<file path="config.mk">
export PLATFORM = sky130hd
export DESIGN_NAME = io_ring
export DESIGN_NICKNAME = d
export VERILOG_FILES = /design/src/rtl/io_ring_pkg.sv /design/src/rtl/io_chan.sv /design/src/rtl/io_ring.sv
export SDC_FILE = /design/constraint.sdc
export NUM_CORES = 1
export LEC_CHECK = 0
export BUFFER_PORTS_ARGS = -buffer_cell sky130_fd_sc_hd__buf_2
export CAP_MARGIN = 20
export CORE_AREA = 2 2 130 132
export CTS_CLUSTER_DIAMETER = 30
export DETAILED_ROUTE_END_ITERATION = 6
export DIE_AREA = 0 0 132 134
export PLACE_DENSITY = 0.72
export SYNTH_ARGS = -nofsm -noshare
export SYNTH_HDL_FRONTEND = slang
export SYNTH_SLANG_ARGS = --single-unit
export TNS_END_PERCENT = 50
</file>
<file path="constraint.sdc">
create_clock -name clb_clk -period 1.4 [get_ports clb_clk]
set_input_delay 0.14 -clock clb_clk [delete_from_list [all_inputs] [get_ports clb_clk]]
set_output_delay 0.14 -clock clb_clk [all_outputs]
set_load 0.005 [all_outputs]
</file>
<file path="src/rtl/io_ring_pkg.sv">
// Shared definitions for the configurable I/O ring: config field layout,
// chain FSM states and the width derivations used by io_ring and io_chan.
package io_ring_pkg;

  localparam int CFG_OE       = 0;
  localparam int CFG_REG_OUT  = 1;
  localparam int CFG_REG_IN   = 2;
  localparam int CFG_LOOPBACK = 3;
  localparam int CFG_LANE     = 4;

  typedef enum logic [1:0] {
    ST_IDLE   = 2'd0,
    ST_SHIFT  = 2'd1,
    ST_COMMIT = 2'd2
  } ring_state_e;

  // Lane select width; kept at least one bit so the field exists when CW == W.
  function automatic int lane_bits(input int w, input int cw);
    int ratio;
    ratio = cw / w;
    if (ratio <= 1) return 1;
    return $clog2(ratio);
  endfunction

  function automatic int chan_cfg_bits(input int w, input int cw);
    return 4 + lane_bits(w, cw);
  endfunction

  function automatic int chain_bits(input int nch, input int w, input int cw);
    return nch * chan_cfg_bits(w, cw);
  endfunction

endpackage

</file>
<file path="src/rtl/io_chan.sv">
// One I/O channel: lane steering between the wide core bus and the pad,
// optional output/input registers and pad loopback.
module io_chan
  import io_ring_pkg::*;
#(
  parameter int W  = 8,
  parameter int CW = 32,
  parameter int LS = 2
) (
  input  logic          clk,
  input  logic          rst,
  input  logic [LS+3:0] cfg_i,
  input  logic [W-1:0]  pad_in_i,
  input  logic [CW-1:0] core_out_i,
  output logic [W-1:0]  pad_out_o,
  output logic          pad_oe_o,
  output logic [CW-1:0] core_in_o
);

  localparam int LANES = CW / W;

  logic          oe;
  logic          reg_out;
  logic          reg_in;
  logic          loopback;
  logic [LS-1:0] lane;
  logic [LS-1:0] lane_eff;
  logic [W-1:0]  src;
  logic [W-1:0]  pin;
  logic [W-1:0]  out_q;
  logic [W-1:0]  in_q;

  assign oe       = cfg_i[CFG_OE];
  assign reg_out  = cfg_i[CFG_REG_OUT];
  assign reg_in   = cfg_i[CFG_REG_IN];
  assign loopback = cfg_i[CFG_LOOPBACK];
  assign lane     = cfg_i[CFG_LANE +: LS];

  // Out-of-range lanes (only reachable when there is a single lane) fold to lane 0.
  assign lane_eff = (int'(lane) < LANES) ? lane : '0;

  always_comb begin
    src = '0;
    for (int l = 0; l < LANES; l++) begin
      if (lane_eff == LS'(l)) src = core_out_i[l*W +: W];
    end
  end

  // in_q serves both the registered input path and the loopback path.
  always_ff @(posedge clk) begin
    if (rst) begin
      out_q <= '0;
      in_q  <= '0;
    end else begin
      out_q <= src;
      in_q  <= pad_in_i;
    end
  end

  assign pin       = reg_in ? in_q : pad_in_i;
  assign pad_out_o = loopback ? in_q : (reg_out ? out_q : src);
  assign pad_oe_o  = oe | loopback;

  for (genvar gi = 0; gi < LANES; gi++) begin : g_lane
    assign core_in_o[gi*W +: W] = (!loopback && (lane_eff == LS'(gi))) ? pin : '0;
  end

endmodule

</file>
<file path="src/rtl/io_ring.sv">
// I/O ring top: serial config shadow chain with a length-checked commit FSM,
// plus NCH channel datapaths driven only by the committed (active) config.
module io_ring
  import io_ring_pkg::*;
#(
  parameter int NCH = 4,
  parameter int W   = 8,
  parameter int CW  = 32
) (
  input  logic              clb_clk,
  input  logic              rst,
  input  logic              prog_in,
  input  logic              prog_en,
  output logic              prog_out,
  input  logic [NCH*W-1:0]  pad_in,
  output logic [NCH*W-1:0]  pad_out,
  output logic [NCH-1:0]    pad_oe,
  input  logic [NCH*CW-1:0] core_out,
  output logic [NCH*CW-1:0] core_in,
  output logic              cfg_valid,
  output logic              cfg_err
);

  localparam int LS    = lane_bits(W, CW);
  localparam int CB    = chan_cfg_bits(W, CW);
  localparam int TOTAL = chain_bits(NCH, W, CW);
  localparam int CNTW  = $clog2(TOTAL + 2);

  localparam logic [CNTW-1:0] CNT_ONE  = CNTW'(1);
  localparam logic [CNTW-1:0] CNT_FULL = CNTW'(TOTAL);
  localparam logic [CNTW-1:0] CNT_SAT  = CNTW'(TOTAL + 1);

  ring_state_e      state_q, state_d;
  logic [TOTAL-1:0] shadow_q, shadow_d;
  logic [TOTAL-1:0] active_q, active_d;
  logic [CNTW-1:0]  cnt_q, cnt_d;
  logic             cfg_valid_q, cfg_valid_d;
  logic             cfg_err_q, cfg_err_d;
  logic [TOTAL-1:0] shadow_shifted;

  assign shadow_shifted = {prog_in, shadow_q[TOTAL-1:1]};

  always_comb begin
    state_d     = state_q;
    shadow_d    = shadow_q;
    active_d    = active_q;
    cnt_d       = cnt_q;
    cfg_valid_d = cfg_valid_q;
    cfg_err_d   = cfg_err_q;
    case (state_q)
      ST_IDLE: begin
        if (prog_en) begin
          shadow_d = shadow_shifted;
          cnt_d    = CNT_ONE;
          state_d  = ST_SHIFT;
        end
      end
      ST_SHIFT: begin
        if (prog_en) begin
          shadow_d = shadow_shifted;
          cnt_d    = (cnt_q == CNT_SAT) ? cnt_q : cnt_q + CNT_ONE;
        end else if (cnt_q == CNT_FULL) begin
          state_d = ST_COMMIT;
        end else begin
          // Short or long burst: flag it and keep the previous active config.
          cfg_err_d = 1'b1;
          state_d   = ST_IDLE;
        end
      end
      ST_COMMIT: begin
        active_d    = shadow_q;
        cfg_valid_d = 1'b1;
        cfg_err_d   = 1'b0;
        if (prog_en) begin
          shadow_d = shadow_shifted;
          cnt_d    = CNT_ONE;
          state_d  = ST_SHIFT;
        end else begin
          state_d = ST_IDLE;
        end
      end
      default: state_d = ST_IDLE;
    endcase
  end

  always_ff @(posedge clb_clk) begin
    if (rst) begin
      state_q     <= ST_IDLE;
      shadow_q    <= '0;
      active_q    <= '0;
      cnt_q       <= '0;
      cfg_valid_q <= 1'b0;
      cfg_err_q   <= 1'b0;
    end else begin
      state_q     <= state_d;
      shadow_q    <= shadow_d;
      active_q    <= active_d;
      cnt_q       <= cnt_d;
      cfg_valid_q <= cfg_valid_d;
      cfg_err_q   <= cfg_err_d;
    end
  end

  assign prog_out  = shadow_q[0];
  assign cfg_valid = cfg_valid_q;
  assign cfg_err   = cfg_err_q;

  for (genvar gi = 0; gi < NCH; gi++) begin : g_chan
    io_chan #(
      .W  (W),
      .CW (CW),
      .LS (LS)
    ) u_chan (
      .clk        (clb_clk),
      .rst        (rst),
      .cfg_i      (active_q[gi*CB +: CB]),
      .pad_in_i   (pad_in[gi*W +: W]),
      .core_out_i (core_out[gi*CW +: CW]),
      .pad_out_o  (pad_out[gi*W +: W]),
      .pad_oe_o   (pad_oe[gi]),
      .core_in_o  (core_in[gi*CW +: CW])
    );
  end

endmodule

</file>
Word-level counts from Yosys, hierarchy flattened
Index checks and enable logic that the tools add are counted.
{"block": "totals", "inputBits": 164, "out_inout_bits": 167, "word_cells": 130, "reg_bits": 121}
{"block": "op_classes", "n_eq_ne": 22, "add_sub_neg": 1, "n_mux": 56, "reduce_logical": 33, "bitwise_logic": 4}
{"operator": "$mux 8", "n": 44}
{"operator": "$eq 2x2->1 const B", "n": 9}
{"operator": "$logic_and 1x1->1", "n": 16}
{"operator": "$mux 5", "n": 3}
{"operator": "$eq 2x1->1 const B", "n": 5}
{"operator": "$eq 5x5->1 const B", "n": 2}
{"operator": "$logic_not 2->1", "n": 5}
{"operator": "$ne 2x2->1 const B", "n": 5}
{"operator": "$pmux 5 s2", "n": 1}
{"operator": "$mux 2", "n": 3}
{"operator": "$pmux 2 s3", "n": 1}
{"operator": "$add 5x1->5 const B", "n": 1}
{"operator": "$logic_not 1->1", "n": 4}
{"operator": "$or 1x1->1", "n": 4}
{"operator": "$reduce_and 2->1", "n": 2}
{"operator": "$reduce_and 4->1", "n": 1}
{"operator": "$reduce_bool 2->1", "n": 2}
{"operator": "$mux 1", "n": 3}
{"operator": "$reduce_and 3->1", "n": 1}
{"operator": "$reduce_or 3->1", "n": 1}
{"operator": "$ne 2x1->1 const B", "n": 1}
{"operator": "$pmux 1 s2", "n": 1}
{"operator": "$reduce_or 2->1", "n": 1}

Longest topological paths before layout
Gate-level depths: netlist of the first run.
{"block": "logic_depth", "depth_word": 7, "ltp_mapped": 6, "mapped_depth_nobuf": 5}

Cells and area by module
Synthesis of the first run repeated with hierarchy kept, for this count alone.
{"block": "hier_totals", "cells_unflattened": 739, "area_unflattened_um2": 6132.1}
{"module": "io_chan", "seq_area_each_um2": 320.3, "area_per_inst_um2": 1008.5, "cells_each": 120, "n_inst": 4}
{"module": "io_ring", "seq_area_each_um2": 1141.1, "area_per_inst_um2": 2098.3, "cells_each": 259, "n_inst": 1}

Least setup slack after synthesis of the first run
OpenSTA, ideal clock, no wires.
{"block": "synth_timing", "path_kind": "register -> register", "from": "register active_q[10]", "to": "register g_chan[1].u_chan.out_q[6]", "required_time_ps": 1285, "path_slack_ps": -13, "path_buffers": 1, "arrival_time_ps": 1298, "stages_incl_launch_ff": 4, "path_cell_list": "dfxtp_1 > buf_2 > mux4_2 > and2_1"}
{"block": "synth_between", "elab_chain_len": 5}
{"element": "start, declared", "line": "io_ring.sv:35", "text": "logic [TOTAL-1:0] active_q, active_d;"}
{"element": "start signal, assigned", "line": "io_ring.sv:97", "text": "active_q <= active_d;"}
{"element": "$logic_not 2->1", "line": "io_chan.sv:45", "text": "if (lane_eff == LS'(l)) src = core_out_i[l*W +: W];"}
{"element": "$mux 8 (3 in series)", "line": "io_chan.sv:45"}
{"element": "$mux 8 *", "line": "io_chan.sv:45"}
{"element": "end signal, assigned", "line": "io_chan.sv:55", "text": "out_q <= src;"}
{"element": "end, declared", "line": "io_chan.sv:30", "text": "logic [W-1:0] out_q;"}
Every way passes the cells marked *; elsewhere a longest branch is shown, timed or not.
A chain may end at the register's enable or synchronous reset.

Worst setup path in the final report of the first run
{"block": "layout_timing", "from": "register active_q[22]", "to": "output port pad_out[28]"}
{"block": "layout_between", "elab_chain_len": 7}
{"element": "$logic_not 2->1", "line": "io_chan.sv:45"}
{"element": "$mux 8 (3 in series)", "line": "io_chan.sv:45"}
{"element": "$mux 8 *", "line": "io_chan.sv:45"}
{"element": "$mux 8 * (2 in series)", "line": "io_chan.sv:61", "text": "assign pad_out_o = loopback ? in_q : (reg_out ? out_q : src);"}
{"element": "end, declared", "line": "io_ring.sv:16", "text": "output logic [NCH*W-1:0] pad_out,"}
Marks and branches as above.

==> results of run 1 <==
==> Yosys cell counts, types with 2 or more instances <==
| cell type | instances |
|---|---|
| sky130_fd_sc_hd__nand2_1 | 167 |
| sky130_fd_sc_hd__nor2_1 | 140 |
| sky130_fd_sc_hd__dfxtp_1 | 121 |
| sky130_fd_sc_hd__a21oi_1 | 51 |
| sky130_fd_sc_hd__nor2b_1 | 37 |
| sky130_fd_sc_hd__mux2i_1 | 33 |
| sky130_fd_sc_hd__a22oi_1 | 32 |
| sky130_fd_sc_hd__and2_1 | 32 |
| sky130_fd_sc_hd__clkbuf_1 | 32 |
| sky130_fd_sc_hd__mux4_2 | 32 |
| sky130_fd_sc_hd__buf_2 | 14 |
| sky130_fd_sc_hd__inv_1 | 6 |
| sky130_fd_sc_hd__nand3b_1 | 6 |
| sky130_fd_sc_hd__buf_4 | 5 |
| sky130_fd_sc_hd__or3_1 | 5 |
| sky130_fd_sc_hd__buf_1 | 4 |
| sky130_fd_sc_hd__or2_2 | 4 |
| sky130_fd_sc_hd__or3b_2 | 4 |
| sky130_fd_sc_hd__ha_1 | 3 |
| sky130_fd_sc_hd__o21ai_0 | 3 |
| sky130_fd_sc_hd__nand3_1 | 2 |
| sky130_fd_sc_hd__o211ai_1 | 2 |
==> state kept, by name (all words and copies together), names as in the netlist <==
register / cells
shadow_q: 24
active_q: 24
cnt_q: 5
g_chan.u_chan.in_q: 32
cfg_valid: 1
g_chan.u_chan.out_q: 32
state_q: 2
cfg_err: 1
==> placed cells by master, fill, tap and decap left out, types with 17 or more instances in the layout <==
cell type,Yosys,routed
sky130_fd_sc_hd__nor2b_1,37,32
sky130_fd_sc_hd__dfxtp_1,121,105
sky130_fd_sc_hd__nor2_2,0,23
sky130_fd_sc_hd__clkbuf_16,0,17
sky130_fd_sc_hd__buf_4,5,30
sky130_fd_sc_hd__mux4_2,32,32
sky130_fd_sc_hd__nor2_1,140,108
sky130_fd_sc_hd__mux2i_4,0,26
sky130_fd_sc_hd__buf_6,1,24
sky130_fd_sc_hd__dlygate4sd3_1,0,38
sky130_fd_sc_hd__a21oi_1,51,51
sky130_fd_sc_hd__a22oi_1,32,32
sky130_fd_sc_hd__nand2_1,167,155
sky130_fd_sc_hd__buf_2,14,326
sky130_fd_sc_hd__and2_1,32,32
==> what timing repair did <==
item / in CTS / in global routing
endpoints found under the setup margin: 163 / 165
gates resized for setup: 110 / 70
hold buffers: 38 / 0
gates cloned: 1 / 0
endpoints found under the hold margin: 34 / 0
setup buffers: 8 / 11
pin swaps: 52 / 17
==> layer usage <==
metal / up-vias / share of wire / track usage
met5: - / 0 / 0
met4: 0 / 0.023 / 0.08998
met3: 36 / 0.061 / 0.05593
met2: 292 / 0.53 / 0.4204
met1: 3231 / 0.38 / 0.2462
li1: 3303 / - / -
==> power by group through the flow <==
stage	logic, uW	registers, uW	clock network (uW)
2_1_floorplan	357	3660	0
3_3_place_gp	792	3670	0
3_5_place_dp	804	3680	0
4_1_cts	956	3620	4060
5_1_grt	1080	3620	4230
6_report	991	3610	4000
==> cell families after synthesis <==
family | share of synthesized area
simple gates | 0.2864
flops | 0.3944
fa+ha+maj | 0.006112
mux | 0.1711
compound gates | 0.09696
buf+inv | 0.04502
==> metrics by stage <==
step                instances  utilization  hold slack (ns)  instance area (um^2)  TNS, ns
floorplan                 748            -           0.2682                  6150        0
global placement         1288       0.5082           0.3636                  8278  -0.9346
detailed placement       1288       0.5082           0.3720                  8278   -1.430
CTS                      1363       0.5987          0.06538                  9753   -47.08
global route             1374       0.6194           0.1080                 10090   -55.71
finish                   1374       0.6194          0.06061                 10090   -45.32
==> worst max-delay path, delay by kind of cell, from the launching register on <==
family | cells | cell delay, ns
buffers and inverters | 2 | 0.27
flip-flops | 1 | 0.37
multiplexers | 1 | 0.51
AND/OR/NAND/NOR | 2 | 0.13
==> final cells by class <==
type | count | area [um^2]
inverter | 6 | 22.52
antenna | 1 | 2.502
tap | 220 | 275.3
sequential | 121 | 2462
fill | 1339 | 6200
clock buffer | 24 | 481.7
multi-input combinational | 565 | 3995
clock inverter | 4 | 45.04
timing repair buffer | 433 | 2805
==> worst paths after layout <==
| kind | end | slack [ns] | cells past startpoint |
|---|---|---|---|
| max reg2reg | g_chan[0].u_chan.out_q[2] | -0.03 | 4 |
| max | pad_out[28] | -0.44 | 5 |
| min | state_q[1] | 0.06 | 4 |
| min reg2reg | active_q[6] | 0.45 | 2 |
==> impl_metrics.json, run 1 <==
{
  "ctsRootBufferMaster": "sky130_fd_sc_hd__clkbuf_16",
  "critPathCaptureType": "output pin",
  "1st_pass_router_iterations": 4,
  "worst_path_most_repeated_cell": "sky130_fd_sc_hd__nand2_1",
  "yosys_most_used_dff": "sky130_fd_sc_hd__dfxtp_1",
  "die_h_um": 134,
  "worst_path_largest_cell_delay_ns": 0.51,
  "final-setup-viol-count": 164,
  "fin_worst_skew_ns": 0.007663,
  "yosys.area.top_type_share": 0.3944,
  "total_drc_errors_in_the_routed_layout": 0,
  "clockPowerShare": 0.465,
  "die_width_um": 132,
  "cts_buffer_depth": 2,
  "timing_worst_slew_pin_value_ns": 0.6672,
  "wl_per_cell_um": 15.31,
  "grt_setup_unrepaired": "true",
  "ir_drop_uv": 823.2,
  "crit_arrival_ns": 1.70,
  "port-buffer-count": 330,
  "outcome": "complete, but fails checks",
  "grt_max_degree": 45,
  "synth_enable_flop_cells": 0,
  "synth_nets": 915,
  "clkTransAtPathRegs_ns": 0.05,
  "crit_chain": "buf_6 -> mux4_2 -> nand2_1 -> nand2_1 -> buf_2",
  "seq_power_share": 0.420,
  "tritoncts.num_buffers": 17,
  "hold_viol": 0,
  "grt_util_all_layers": 0.2260,
  "crit_path_start": "active_q[22]",
  "synthToLayoutAreaGrowth_pct": 64.27,
  "post-route-min-period_ns": 1.840,
  "dr.first_iter.drc_count": 277,
  "clock_insertion_delay_worst_skew_ns": 0.42,
  "preCtsSetupSlack_ns": -0.07151,
  "finalWirelength_um": 21030,
  "biggest_area_contributors_in_the_synthesized_netlist": "sky130_fd_sc_hd__dfxtp_1 (39%), sky130_fd_sc_hd__mux4_2 (12%), sky130_fd_sc_hd__nand2_1 (10%)",
  "max_freq_mhz": 543.3,
  "clock_sinks": 121,
  "crit_slowest_cell": "sky130_fd_sc_hd__mux4_2",
  "violations": "setup timing",
  "detail-route-antenna-nets": 0,
  "initial_core_util": 0.3771,
  "synth_area_per_cell_um2": 8.211,
  "grt_pass1_wl_um": 31950,
  "critPathMaxFanout": 5,
  "floorplan.io_pins": 331,
  "cap_viol_max_count": 0,
  "p_comb_frac": 0.115,
  "total_switching_power_uw": 1982,
  "timing.critical_path.required_ns": 1.26,
  "yosys_register_bits": 121,
  "worstSetupStartpointType": "flop",
  "overflow": 0,
  "dp.final_hpwl_um": 14820,
  "worst_r2r_startpoint": "active_q[4]",
  "synth.largest_area_cell": "sky130_fd_sc_hd__dfxtp_1",
  "seq_area_frac_synth": 0.3944,
  "synth-async-reset-ratio": 0,
  "power.density_cell_area_nw_per_um2": 853.1,
  "final_net_count": 1311,
  "antenna_found_initial": 1,
  "ys.warnings.count": 0,
  "synth_cell_type_count": 35,
  "final.setup.worst_slack_ns": -0.4405,
  "via_count": 6862,
  "rows": 47,
  "switching_power_share_of_the_total": 0.2303,
  "static_power_due_to_leakage_uw": 0.004543,
  "cts_htree_levels": 4,
  "slew_headroom": 0.5536,
  "post_synth_inst_count": 748,
  "vias_per_cell": 4.994,
  "gp_routability_congestion": 0.8406,
  "cell_internal_pwr_uw": 6625,
  "first_global_vias": 6504,
  "tritoncts": "built",
  "die-area_um2": 17690,
  "power.total_uw": 8607,
  "final.period_utilization": 1.315,
  "slew_viol_final": 0,
  "floorplan_core_area_um2": 16290,
  "setup.worst_path.class": "reg -> out",
  "final_layout_size_suffix_gt1_frac": 0.4866,
  "hold_path.class": "in -> reg",
  "timing.hold.worst.start": "prog_en",
  "synthesis.area_um2": 6142
}
No activity file was read; power rests on OpenSTA's default activity.
==> inputs of run 2 (changes only) <==
--- a/config.mk
+++ b/config.mk
@@ -6,12 +6,13 @@
 export NUM_CORES = 1
 export LEC_CHECK = 0
 export BUFFER_PORTS_ARGS = -buffer_cell sky130_fd_sc_hd__buf_2
-export CAP_MARGIN = 20
+export CAP_MARGIN = 30
 export CORE_AREA = 2 2 130 132
 export CTS_CLUSTER_DIAMETER = 30
 export DETAILED_ROUTE_END_ITERATION = 6
 export DIE_AREA = 0 0 132 134
 export PLACE_DENSITY = 0.72
+export REMOVE_ABC_BUFFERS = 1
 export SYNTH_ARGS = -nofsm -noshare
 export SYNTH_HDL_FRONTEND = slang
 export SYNTH_SLANG_ARGS = --single-unit
==> constraint.sdc (replaced) <==
create_clock -name clb_clk -period 1.4 [get_ports clb_clk]
set_input_delay 0.14 -clock clb_clk [delete_from_list [all_inputs] [get_ports clb_clk]]
set_output_delay 0.14 -clock clb_clk [all_outputs]
set_load 0.05 [all_outputs]
==> run 2 against run 1 <==
  * The run still ends with setup timing left
  * Maximum frequency down 6.7%
  * Clock skew up 0.0075 ns
  * Sequential power barely moved
  * Worst setup slack lost 0.13 ns
  * Die area stayed put
  * Clock power is 16% higher
  * Critical endpoint is now pad_out[4]
  * Global-route usage up 2.6 points
  * First-iteration DRC count rose by 96%
  * Non-clock buffer count up 20
  * Register-to-register slack got worse by 0.14 ns
  * Critical path depth did not move
==> impl_metrics.json, run 2 (synthesis gave the netlist of run 1 again) <==
{
  "die_width_um": 132,
  "static_power_due_to_leakage_uw": 0.004893,
  "final_layout_size_suffix_gt1_frac": 0.5697,
  "critPathCaptureType": "output pin",
  "floorplan.io_pins": 331,
  "timing.hold.worst.start": "pad_in[20]",
  "fin_worst_skew_ns": 0.01515,
  "post-route-util": 0.7246,
  "timing_worst_slew_pin_value_ns": 0.4853,
  "r2r_setup_slack_ns": -0.17,
  "grt_util_all_layers": 0.2522,
  "crit_arrival_ns": 1.83,
  "slew_viol_final": 0,
  "rows": 47,
  "die-area_um2": 17690,
  "wl_per_cell_um": 19.38,
  "hold_viol": 0,
  "max_freq_mhz": 506.7,
  "grt_max_degree": 85,
  "timing.hold.worst_path_depth": 2,
  "antenna_found_initial": 1,
  "place_area_um2": 8381,
  "clkTransAtPathRegs_ns": 0.06,
  "final_common_cell": "sky130_fd_sc_hd__buf_2",
  "port-buffer-count": 330,
  "final-setup-viol-count": 170,
  "via_count": 7470,
  "tritoncts": "built",
  "tritoncts.num_buffers": 17,
  "ctsRootBufferMaster": "sky130_fd_sc_hd__clkbuf_16",
  "first_global_vias": 7095,
  "finalWirelength_um": 27100,
  "grt_setup_unrepaired": "true",
  "cts_buffer_depth": 2,
  "leading_registers_by_flop_count": "g_chan.u_chan.in_q (32), g_chan.u_chan.out_q (32)",
  "dp.final_hpwl_um": 14600,
  "clock_sinks": 121,
  "violations": "setup timing",
  "worstSetupStartpointType": "flop",
  "power.density_cell_area_nw_per_um2": 838.8,
  "commonest_cells_after_routing_fill_and_taps_aside": "sky130_fd_sc_hd__buf_2 (167), sky130_fd_sc_hd__buf_6 (144), sky130_fd_sc_hd__nand2_1 (137)",
  "total_drc_errors_in_the_routed_layout": 0,
  "final.period_utilization": 1.410,
  "initial_core_util": 0.3771,
  "setup.worst_path.class": "reg -> out",
  "gp_routability_congestion": 0.9246,
  "worstHoldEndpoint": "g_chan[2].u_chan.in_q[4]",
  "worst_r2r_startpoint": "active_q[22]",
  "final_net_count": 1331,
  "slew_headroom": 0.6761,
  "overflow": 0,
  "dr.first_iter.drc_count": 544,
  "power.total_uw": 9900,
  "r2r_cells": 5,
  "critical_path.reg2reg.endpoint": "g_chan[3].u_chan.out_q[7]",
  "detail-route-antenna-nets": 0,
  "synthToLayoutAreaGrowth_pct": 92.16,
  "clock_insertion_delay_worst_skew_ns": 0.42,
  "final.fill_count": 1054,
  "final.setup.worst_slack_ns": -0.5736,
  "hold_path.class": "in -> reg",
  "floorplan_core_area_um2": 16290,
  "ir_drop_uv": 865.6,
  "post-route-min-period_ns": 1.974,
  "vias_per_cell": 5.343,
  "critPathMaxFanout": 6,
  "die_h_um": 134,
  "outcome": "complete, but fails checks",
  "cts_htree_levels": 4,
  "grt_pass1_wl_um": 35470,
  "cap_viol_max_count": 0,
  "1st_pass_router_iterations": 5,
  "stdcell_area_um2": 11800,
  "timing.critical_path.required_ns": 1.26
}
-- run 2: cell count changes in the layout (fill, tap and decap cells not counted), moves of 19 or more --
cell                      previous run  this run
sky130_fd_sc_hd__buf_2             326       167
sky130_fd_sc_hd__buf_4              30        72
sky130_fd_sc_hd__buf_6              24       144
sky130_fd_sc_hd__buf_8               2        27
sky130_fd_sc_hd__nand2_2            11        30
sky130_fd_sc_hd__nor2_1            108        42
sky130_fd_sc_hd__nor2_4              9        68
-- run 2: through the flow --
stage | setup WS [ns] | hold slack, ns | cells | setup TNS (ns)
3_5_place_dp | -0.1574 | 0.3733 | 1305 | -9.827
3_3_place_gp | -0.1389 | 0.3619 | 1305 | -8.450
4_1_cts | -0.5116 | 0.003193 | 1376 | -61.94
2_1_floorplan | -0.6331 | 0.2091 | 692 | -68.05
5_1_grt | -0.6169 | 0.01201 | 1397 | -72.38
6_report | -0.5736 | 0.03217 | 1398 | -64.84
-- run 2: layout make-up --
class,count,area (um^2),area share
antenna,2,5.005,0.0004240
clock buffer,23,478.0,0.04050
clock inverter,8,142.6,0.01209
inverter,6,22.52,0.001908
multi-input combinational,565,4447,0.3768
sequential,121,2466,0.2089
tap,220,275.3,0.02332
timing repair buffer,453,3966,0.3361
-- run 2: worst max path at each step --
stage,start,end,cells after the start
after floorplan,active_q[10],core_in[47],2
after global routing,active_q[22],pad_out[26],5
final,active_q[4],pad_out[4],5
after detailed placement,active_q[22],pad_out[26],5
after CTS,active_q[22],pad_out[26],5
after global placement,active_q[15],pad_out[18],4
-- run 2: timing repair --
| action | CTS | global route |
|---|---|---|
| endpoints found under the setup margin | 165 | 169 |
| buffers inserted | 8 | 19 |
| pin swaps | 67 | 26 |
| cloned | 1 | 1 |
| hold endpoints to repair | 31 | 0 |
| hold buffers | 31 | 0 |
| resized for setup | 439 | 210 |
-- run 2: worst max-delay path, cell delays in order, from the launching register on --
cell and delay [ns]:
sky130_fd_sc_hd__dfxtp_4 0.38, sky130_fd_sc_hd__buf_12 0.14, sky130_fd_sc_hd__mux4_2 0.54, sky130_fd_sc_hd__nand2_2 0.12, sky130_fd_sc_hd__nand2_2 0.06, sky130_fd_sc_hd__buf_6 0.16
-- run 2: power by group --
| group | internal [uW] | total [uW] | switching [uW] | leakage, uW |
|---|---|---|---|---|
| clock network | 3100 | 4650 | 1550 | 0.000303 |
| logic | 719 | 1630 | 915 | 0.00359 |
| registers | 3540 | 3620 | 77.8 | 0.00100 |
-- run 2: routing by layer --
layer	GRT usage	wire length, um	vias up
met5	0	0	-
li1	-	-	3347
met1	0.2874	9606	3629
met3	0.07105	1619	102
met2	0.4468	14820	392
met4	0.1014	1054	0
